## src/rtl/sha_pkg.sv

```systemverilog
// Shared definitions for the SHA-2 message schedule: FSM states, small-sigma
// rotate/shift amounts for SHA-256 and SHA-512, and the legal round counts.
package sha_pkg;

  typedef enum logic {
    StLoad   = 1'b0,
    StExpand = 1'b1
  } sha_state_e;

  localparam int unsigned Sha256Rounds = 64;
  localparam int unsigned Sha512Rounds = 80;

  localparam int unsigned S0Rot1W32 = 7;
  localparam int unsigned S0Rot2W32 = 18;
  localparam int unsigned S0ShrW32  = 3;
  localparam int unsigned S1Rot1W32 = 17;
  localparam int unsigned S1Rot2W32 = 19;
  localparam int unsigned S1ShrW32  = 10;

  localparam int unsigned S0Rot1W64 = 1;
  localparam int unsigned S0Rot2W64 = 8;
  localparam int unsigned S0ShrW64  = 7;
  localparam int unsigned S1Rot1W64 = 19;
  localparam int unsigned S1Rot2W64 = 61;
  localparam int unsigned S1ShrW64  = 6;

  // SHA-256 pairs 32-bit words with 64 rounds, SHA-512 pairs 64-bit words with 80.
  function automatic bit sha_cfg_legal(input int unsigned width, input int unsigned rounds);
    return ((width == 32) && (rounds == Sha256Rounds)) ||
           ((width == 64) && (rounds == Sha512Rounds));
  endfunction

endpackage

```

## src/rtl/sha_small_sigma.sv

```systemverilog
// Combinational SHA-2 small sigma function; SEL = 0 gives sigma0, SEL = 1 gives sigma1.
module sha_small_sigma
  import sha_pkg::*;
#(
  parameter int unsigned WIDTH = 32,
  parameter bit          SEL   = 1'b0
) (
  input  logic [WIDTH-1:0] data_i,
  output logic [WIDTH-1:0] data_o
);

  localparam int unsigned Rot1 = (WIDTH == 64) ? (SEL ? S1Rot1W64 : S0Rot1W64)
                                               : (SEL ? S1Rot1W32 : S0Rot1W32);
  localparam int unsigned Rot2 = (WIDTH == 64) ? (SEL ? S1Rot2W64 : S0Rot2W64)
                                               : (SEL ? S1Rot2W32 : S0Rot2W32);
  localparam int unsigned Shr  = (WIDTH == 64) ? (SEL ? S1ShrW64 : S0ShrW64)
                                               : (SEL ? S1ShrW32 : S0ShrW32);

  function automatic logic [WIDTH-1:0] rotr(input logic [WIDTH-1:0] x, input int unsigned n);
    return (x >> n) | (x << (WIDTH - n));
  endfunction

  always_comb begin
    data_o = rotr(data_i, Rot1) ^ rotr(data_i, Rot2) ^ (data_i >> Shr);
  end

endmodule

```

## src/rtl/sha_msg_schedule.sv

```systemverilog
// SHA-2 message schedule: loads a 16-word block, then streams W[0..ROUNDS-1]
// from a 16-entry sliding window that is extended by one word per handshake.
module sha_msg_schedule
  import sha_pkg::*;
#(
  parameter int unsigned WIDTH  = 32,
  parameter int unsigned ROUNDS = 64
) (
  input  logic             clk,
  input  logic             rst,
  input  logic             in_valid,
  output logic             in_ready,
  input  logic [WIDTH-1:0] in_data,
  output logic             out_valid,
  input  logic             out_ready,
  output logic [WIDTH-1:0] out_data,
  output logic [6:0]       out_index,
  output logic             out_last
);

  if (!sha_cfg_legal(WIDTH, ROUNDS)) begin : gen_cfg_check
    $error("sha_msg_schedule: illegal WIDTH/ROUNDS combination");
  end

  localparam logic [6:0] LastIdx = 7'(ROUNDS - 1);

  sha_state_e       state_q, state_d;
  logic [3:0]       load_cnt_q, load_cnt_d;
  logic [6:0]       t_q, t_d;
  logic [WIDTH-1:0] w_q [16];
  logic [WIDTH-1:0] w_d [16];
  logic [WIDTH-1:0] sigma0_w, sigma1_w, w_new;
  logic             in_accept, out_accept;

  sha_small_sigma #(
    .WIDTH (WIDTH),
    .SEL   (1'b0)
  ) u_sigma0 (
    .data_i (w_q[1]),
    .data_o (sigma0_w)
  );

  sha_small_sigma #(
    .WIDTH (WIDTH),
    .SEL   (1'b1)
  ) u_sigma1 (
    .data_i (w_q[14]),
    .data_o (sigma1_w)
  );

  always_comb begin
    in_ready   = (state_q == StLoad);
    out_valid  = (state_q == StExpand);
    out_data   = w_q[0];
    out_index  = t_q;
    out_last   = out_valid && (t_q == LastIdx);
    in_accept  = in_valid && in_ready;
    out_accept = out_valid && out_ready;
    w_new      = sigma1_w + w_q[9] + sigma0_w + w_q[0];
  end

  always_comb begin
    state_d    = state_q;
    load_cnt_d = load_cnt_q;
    t_d        = t_q;
    w_d        = w_q;
    case (state_q)
      StLoad: begin
        if (in_accept) begin
          w_d[load_cnt_q] = in_data;
          if (load_cnt_q == 4'd15) begin
            state_d    = StExpand;
            load_cnt_d = 4'd0;
            t_d        = 7'd0;
          end else begin
            load_cnt_d = load_cnt_q + 4'd1;
          end
        end
      end
      StExpand: begin
        if (out_accept) begin
          for (int i = 0; i < 15; i++) begin
            w_d[i] = w_q[i+1];
          end
          w_d[15] = w_new;
          if (out_last) begin
            state_d    = StLoad;
            load_cnt_d = 4'd0;
            t_d        = 7'd0;
          end else begin
            t_d = t_q + 7'd1;
          end
        end
      end
      default: state_d = StLoad;
    endcase
  end

  always_ff @(posedge clk or posedge rst) begin
    if (rst) begin
      state_q    <= StLoad;
      load_cnt_q <= 4'd0;
      t_q        <= 7'd0;
      for (int i = 0; i < 16; i++) begin
        w_q[i] <= '0;
      end
    end else begin
      state_q    <= state_d;
      load_cnt_q <= load_cnt_d;
      t_q        <= t_d;
      w_q        <= w_d;
    end
  end

endmodule

```

## config.mk

```make
export PLATFORM = sky130hd
export DESIGN_NAME = sha_msg_schedule
export DESIGN_NICKNAME = d
export VERILOG_FILES = /design/src/rtl/sha_pkg.sv /design/src/rtl/sha_small_sigma.sv /design/src/rtl/sha_msg_schedule.sv
export SDC_FILE = /design/constraint.sdc
export NUM_CORES = 2
export LEC_CHECK = 0
export ABC_AREA = 0
export CAP_MARGIN = 20
export CORE_MARGIN = 2
export CORE_UTILIZATION = 40
export DETAILED_ROUTE_END_ITERATION = 8
export DONT_BUFFER_PORTS = 1
export GPL_TIMING_DRIVEN = 0
export PLACE_DENSITY = 0.63
export REMOVE_ABC_BUFFERS = 1
export SYNTH_ARGS = -nofsm -noshare
export SYNTH_HDL_FRONTEND = slang
export SYNTH_SLANG_ARGS = --single-unit
```

## constraint.sdc

```tcl
create_clock -name clk -period 23.6 [get_ports clk]
set_input_delay 3.54 -clock clk [delete_from_list [all_inputs] [get_ports clk]]
set_output_delay 3.54 -clock clk [all_outputs]
set_load 0.05 [all_outputs]
```

=== Yosys cells after proc, flatten, opt, wreduce, memory -nomap -nowiden ===
Cells that the tools add are included.

* Magnitude comparators: 2
* Equality and inequality tests: 6
* Bitwise logic cells: 10
* Mux-type cells: 21
* Reduce and logical (&&, ||, !) cells: 7
* $add $sub $neg: 5

{| class="wikitable"
|+ Operators with widths
! kind !! count
|-
| 512-bit two-way mux || 2
|-
| 512-bit case mux with 2 select lines || 1
|-
| 512-bit bitwise mux || 1
|-
| 32-bit demux with 4-bit select || 1
|-
| 32-bit adder || 3
|-
| 32-bit XOR || 2
|-
| 32-bit two-way mux || 1
|-
| 13-bit by 32-bit bitwise OR with 32-bit output || 1
|-
| 14-bit by 32-bit bitwise OR with 32-bit output || 1
|-
| 15-bit by 32-bit bitwise OR with 32-bit output || 1
|-
| 25-bit by 32-bit bitwise OR with 32-bit output || 1
|-
| 32-bit by 22-bit XOR with 32-bit output || 1
|-
| 32-bit by 29-bit XOR with 32-bit output || 1
|-
| 7-bit two-way mux || 4
|-
| 4-bit two-way mux || 4
|-
| 7-bit case mux with 2 select lines || 1
|-
| 4-bit case mux with 2 select lines || 1
|-
| 7-bit by 1-bit adder with 7-bit output (second input constant) || 1
|-
| 7-bit by 6-bit equality test with 1-bit output (second input constant) || 1
|-
| 2-bit by 1-bit inequality test with 1-bit output (second input constant) || 3
|-
| 3-bit AND reduction || 2
|-
| 5-bit greater-or-equal comparator (second input constant) || 1
|-
| 5-bit by 1-bit < comparator with 1-bit output (second input constant) || 1
|-
| 4-bit inverter with 5-bit output || 1
|-
| other kinds (8) || 14
|}

* Word-level logic and storage cells: 70
* Output and inout port bits: 42
* Flip-flop bits (word level): 524

=== Longest topological paths before layout ===
* Depth in word-level cells: 8
* Gate-level depth with buffers: 15
* Depth with buffers taken out: 14

=== Hierarchy ===
Synthesis repeated with hierarchy kept, for this count alone.

* Cells, all modules: 3040
* Area total of the unflattened synthesis: 29079.1 µm²

{| class="wikitable"
|+ Modules (own cells, without submodules)
! module !! times used !! area each (µm²) !! cells an instance !! seq. area each (µm²)
|-
| sha_msg_schedule || 1 || 27749.1 || 2976 || 13112.6
|-
| sha_small_sigma (u_sigma0) || 1 || 719.4 || 32 || 0.0
|-
| sha_small_sigma (u_sigma1) || 1 || 610.6 || 32 || 0.0
|}

=== Worst setup path before layout ===
OpenSTA, ideal clock, no wires.

* Kind: register to output
* Start: reg t_q[0] (netlist: out_index[0])
* End: out out_last
* Cell stages (with the launch flop): 6
* Arrival time: 2139 ps
* Path slack: 17921 ps
* Required time: 20060 ps
* Path through: dfrtp_1 > ha_1 > and3_1 > nand3_1 > or2_2 > nor2_1

* Word-level cells in the longest chain between the ends: 2

{| class="wikitable"
|+ RTL lines
! item !! line !! text
|-
| from (decl) || sha_msg_schedule.sv:29 || <nowiki>logic [6:0] t_q, t_d;</nowiki>
|-
| from (signal assigned) || sha_msg_schedule.sv:110 || <nowiki>t_q <= t_d;</nowiki>
|-
| 7-bit by 6-bit equality test with 1-bit output || sha_msg_schedule.sv:56 || <nowiki>out_last = out_valid && (t_q == LastIdx);</nowiki>
|-
| 1-bit logical AND || sha_msg_schedule.sv:56 ||
|-
| to (decl) || sha_msg_schedule.sv:18 || <nowiki>output logic out_last</nowiki>
|}

Every way passes these cells.

=== Final worst setup path ===
* Start: reg state_q (netlist: out_valid)
* End: out out_last

* Word-level cells in the longest chain between the ends: 1

{| class="wikitable"
|+ RTL lines
! item !! line !! text
|-
| from (decl) || sha_msg_schedule.sv:27 || <nowiki>sha_state_e state_q, state_d;</nowiki>
|-
| from (signal assigned) || sha_msg_schedule.sv:101 || <nowiki>state_q <= StLoad;</nowiki>
|-
| from (signal assigned) || sha_msg_schedule.sv:108 || <nowiki>state_q <= state_d;</nowiki>
|-
| 1-bit logical AND || sha_msg_schedule.sv:56 ||
|}

Every way passes these cells.

==> results.ini <==
[status]
status=finished clean

[clock_tree]
clk_path_buf_depth=3
postCtsSetupBuffers=0
postCtsResizedCells=0
clock-root-buffer=clkbuf_16
cts_tree=done
path_clk_slew_ps=60
clk_latency_ps=610
numCtsBuffers=57
clock_sinks=524
ctsHoldBuffers=0
cts.htree.levels=2

[finish]
fillCellCount=6578
multi_input_area_um2=13200
seq_area_um2=13100
fin_nets=2986
drive_gt1_share_pct=7.12
fin_util_pct=44.3
areaGrowthSynthToFinish_pct=9.86
final_area_um2=30900

[floorplan]
dieHeight_um=269
core_area_um2=69800
die_width_um=269
initial_core_util_pct=40.3
io_pins=78
die-area_um2=72500
num_rows=97

[grt]
grt_overflow_total=0
antenna_found_initial=2
grtUsageTotal_pct=25.1
grt_pass1_wl_mm=141
grt_pass1_vias=22400
grt_max_degree=132

[timing]
fin_crit_ps=6700
report.final.slew_viol_count=0
fmaxAchievable_mhz=149
setup_viol=0
final.period_utilization_pct=28.4
tightest_slew_ps=1140
maxSlewHeadroom_pct=23.7
grt_setup_unrepaired=no
timing_hold_violations_final=0
fin_tns_setup_ps=0
skew_ps=12.7

[synthesis]
syn_avg_cell_area_um2=9.10
ys.warnings.count=0
ys_async_sr_fraction_pct=100
yosysSeqAreaShare_pct=46.6
netlist_area_um2=28100
synth-edff-count=0
synthFlopType=dfrtp_1
yosysUniqueCellTypes=62
syn_inst=3092
ys_ff_latch=524

[placement]
portBuffers=0
dpl_cell_area_um2=29000
dpl.hpwl_mm=64.2
place_congestion=0.938

[route]
vias=22800
drt_wl_total_mm=92.3
ant_nets=0
viasPerCell=5.95
drt_pass1_iterations=6
routedWlPerCell_um=24.0
drtIter0Drc=2430
drc_errors=0

[critical_path]
slowest_stage=nor2_1
critPathLaunchType=register
worstSetupEndpointType=primary output
worstPathCellList=buf_12 -> inv_1 -> nor2_1
cpPeakStageDelay_ps=890
required_ps=20060
worstPathArrival_ps=3160
path_max_fanout=59
worst-setup-path-type=register to primary output

[worst_hold_path]
hp-class=register to register

[job]
maxCapViolCount=0

## cells in the mapped netlist (4+ instances only)
library cell	n	share of area, %
nor2_1	535	7.1
o31ai_1	9	0.24
and2_1	13	0.29
fa_1	62	4.4
nor3b_1	4	0.11
o21a_1	7	0.19
buf_1	27	0.36
and3_1	17	0.38
buf_2	7	0.12
ha_1	36	1.6
dfrtp_1	524	47
and3b_1	4	0.12
clkbuf_1	295	3.9
nand2_1	61	0.81
nand3_1	11	0.20
inv_1	125	1.7
a22oi_1	483	13
a211oi_1	7	0.19
o21ai_0	30	0.53
a31oi_1	4	0.089
xor2_1	67	2.1
a221oi_1	10	0.31
xnor2_1	73	2.3
nor2b_1	39	0.87
a21o_1	17	0.45
a21oi_1	531	9.4
buf_4	32	0.85
nand4_1	7	0.16
## logic make-up after synthesis
family / count (synthesis) / share of synthesized area (%)
buf+inv: 487 / 6.98
compound gates: 1129 / 25.4
xor+xnor: 140 / 4.36
fa+ha+maj: 98 / 6.01
flops: 524 / 46.6
simple gates: 712 / 10.6
mux: 2 / 0.0711
## worst max-delay path: cells and delay by family (launching register included)
family | cells | cell delay [ps]
buffers and inverters | 2 | 750
flip-flops | 1 | 870
AND/OR/NAND/NOR | 1 | 890
## path summary, 6_finish.rpt
| check | start | end | slack (ps) | cells after the start |
|---|---|---|---|---|
| worst max-delay path | out_valid | out_last | 16900 | 3 |
| worst min-delay path | w_q[2] | w_q[2] | 490 | 2 |
| worst max register to register | w_q[456] | w_q[27] | 18660 | 14 |
| worst min register to register | w_q[2] | w_q[2] | 490 | 2 |
| max in group asynchronous | rst | w_q[75] | 19290 | 3 |
| min in group asynchronous | rst | w_q[256] | 2810 | 1 |
## per-stage QoR
stage,hold WS (ps),worst slack [ps],cells
CTS,486,16930,3828
floorplan,451,5420,2730
finish,488,16900,3840
global route,524,16810,3837
global placement,461,-1530,3670
detailed placement,471,17620,3726
## area by class of cell
cell class	instances	share of cell area, %
clock inverter	18	0.417
inverter	125	1.54
tap	940	3.80
antenna	5	0.0405
timing repair buffer	63	3.56
multi-input combinational	2081	42.7
clock buffer	84	5.53
sequential	524	42.4
## per-layer routing
metal | GRT usage (%) | routed length (µm) | share of wire, %
met4 | 9.06 | 3140 | 3.4
met1 | 34.6 | 39800 | 43
met5 | 0 | 0 | 0
met2 | 39.1 | 42300 | 46
met3 | 5.40 | 6980 | 7.6
## state kept, by name, indices dropped and copies added, names as in the netlist
| name | cells |
|---|---|
| w_q | 480 |
| out_data | 32 |
| out_valid | 1 |
| load_cnt_q | 4 |
| out_index | 7 |
## cell usage in the layout, fill, tap and decap left out, types with 4 or more instances in the layout
cell       synthesis  routed
nand2_1           61      45
a211oi_1           7       7
clkinv_2           0      13
xnor2_1           73      73
xor2_1            67      67
a21oi_1          531     530
a22oi_1          483     483
nor2b_2            0       5
buf_12             0      12
fa_1              62      62
nand2_4            0       5
buf_6              1      11
a21o_1            17      17
and2_1            13       4
o21a_1             7       7
clkbuf_1         295      11
clkbuf_16          0      59
nor2_1           535     533
and2_2             0       9
diode_2            0       5
o21ai_0           30      29
a31oi_1            4       4
nor2b_1           39      34
ha_1              36      36
nand2_2            0      11
buf_16             0      21
a221oi_1          10      10
clkbuf_8           0      14
buf_4             32      17
dfrtp_1          524     523
o31ai_1            9       9
and3_1            17      14
nand4_1            7       7
inv_1            125     124
nand3_1           11      11
Power is not shown: default switching activity piles up to over one toggle a cycle in this logic, so the estimate is an artifact.
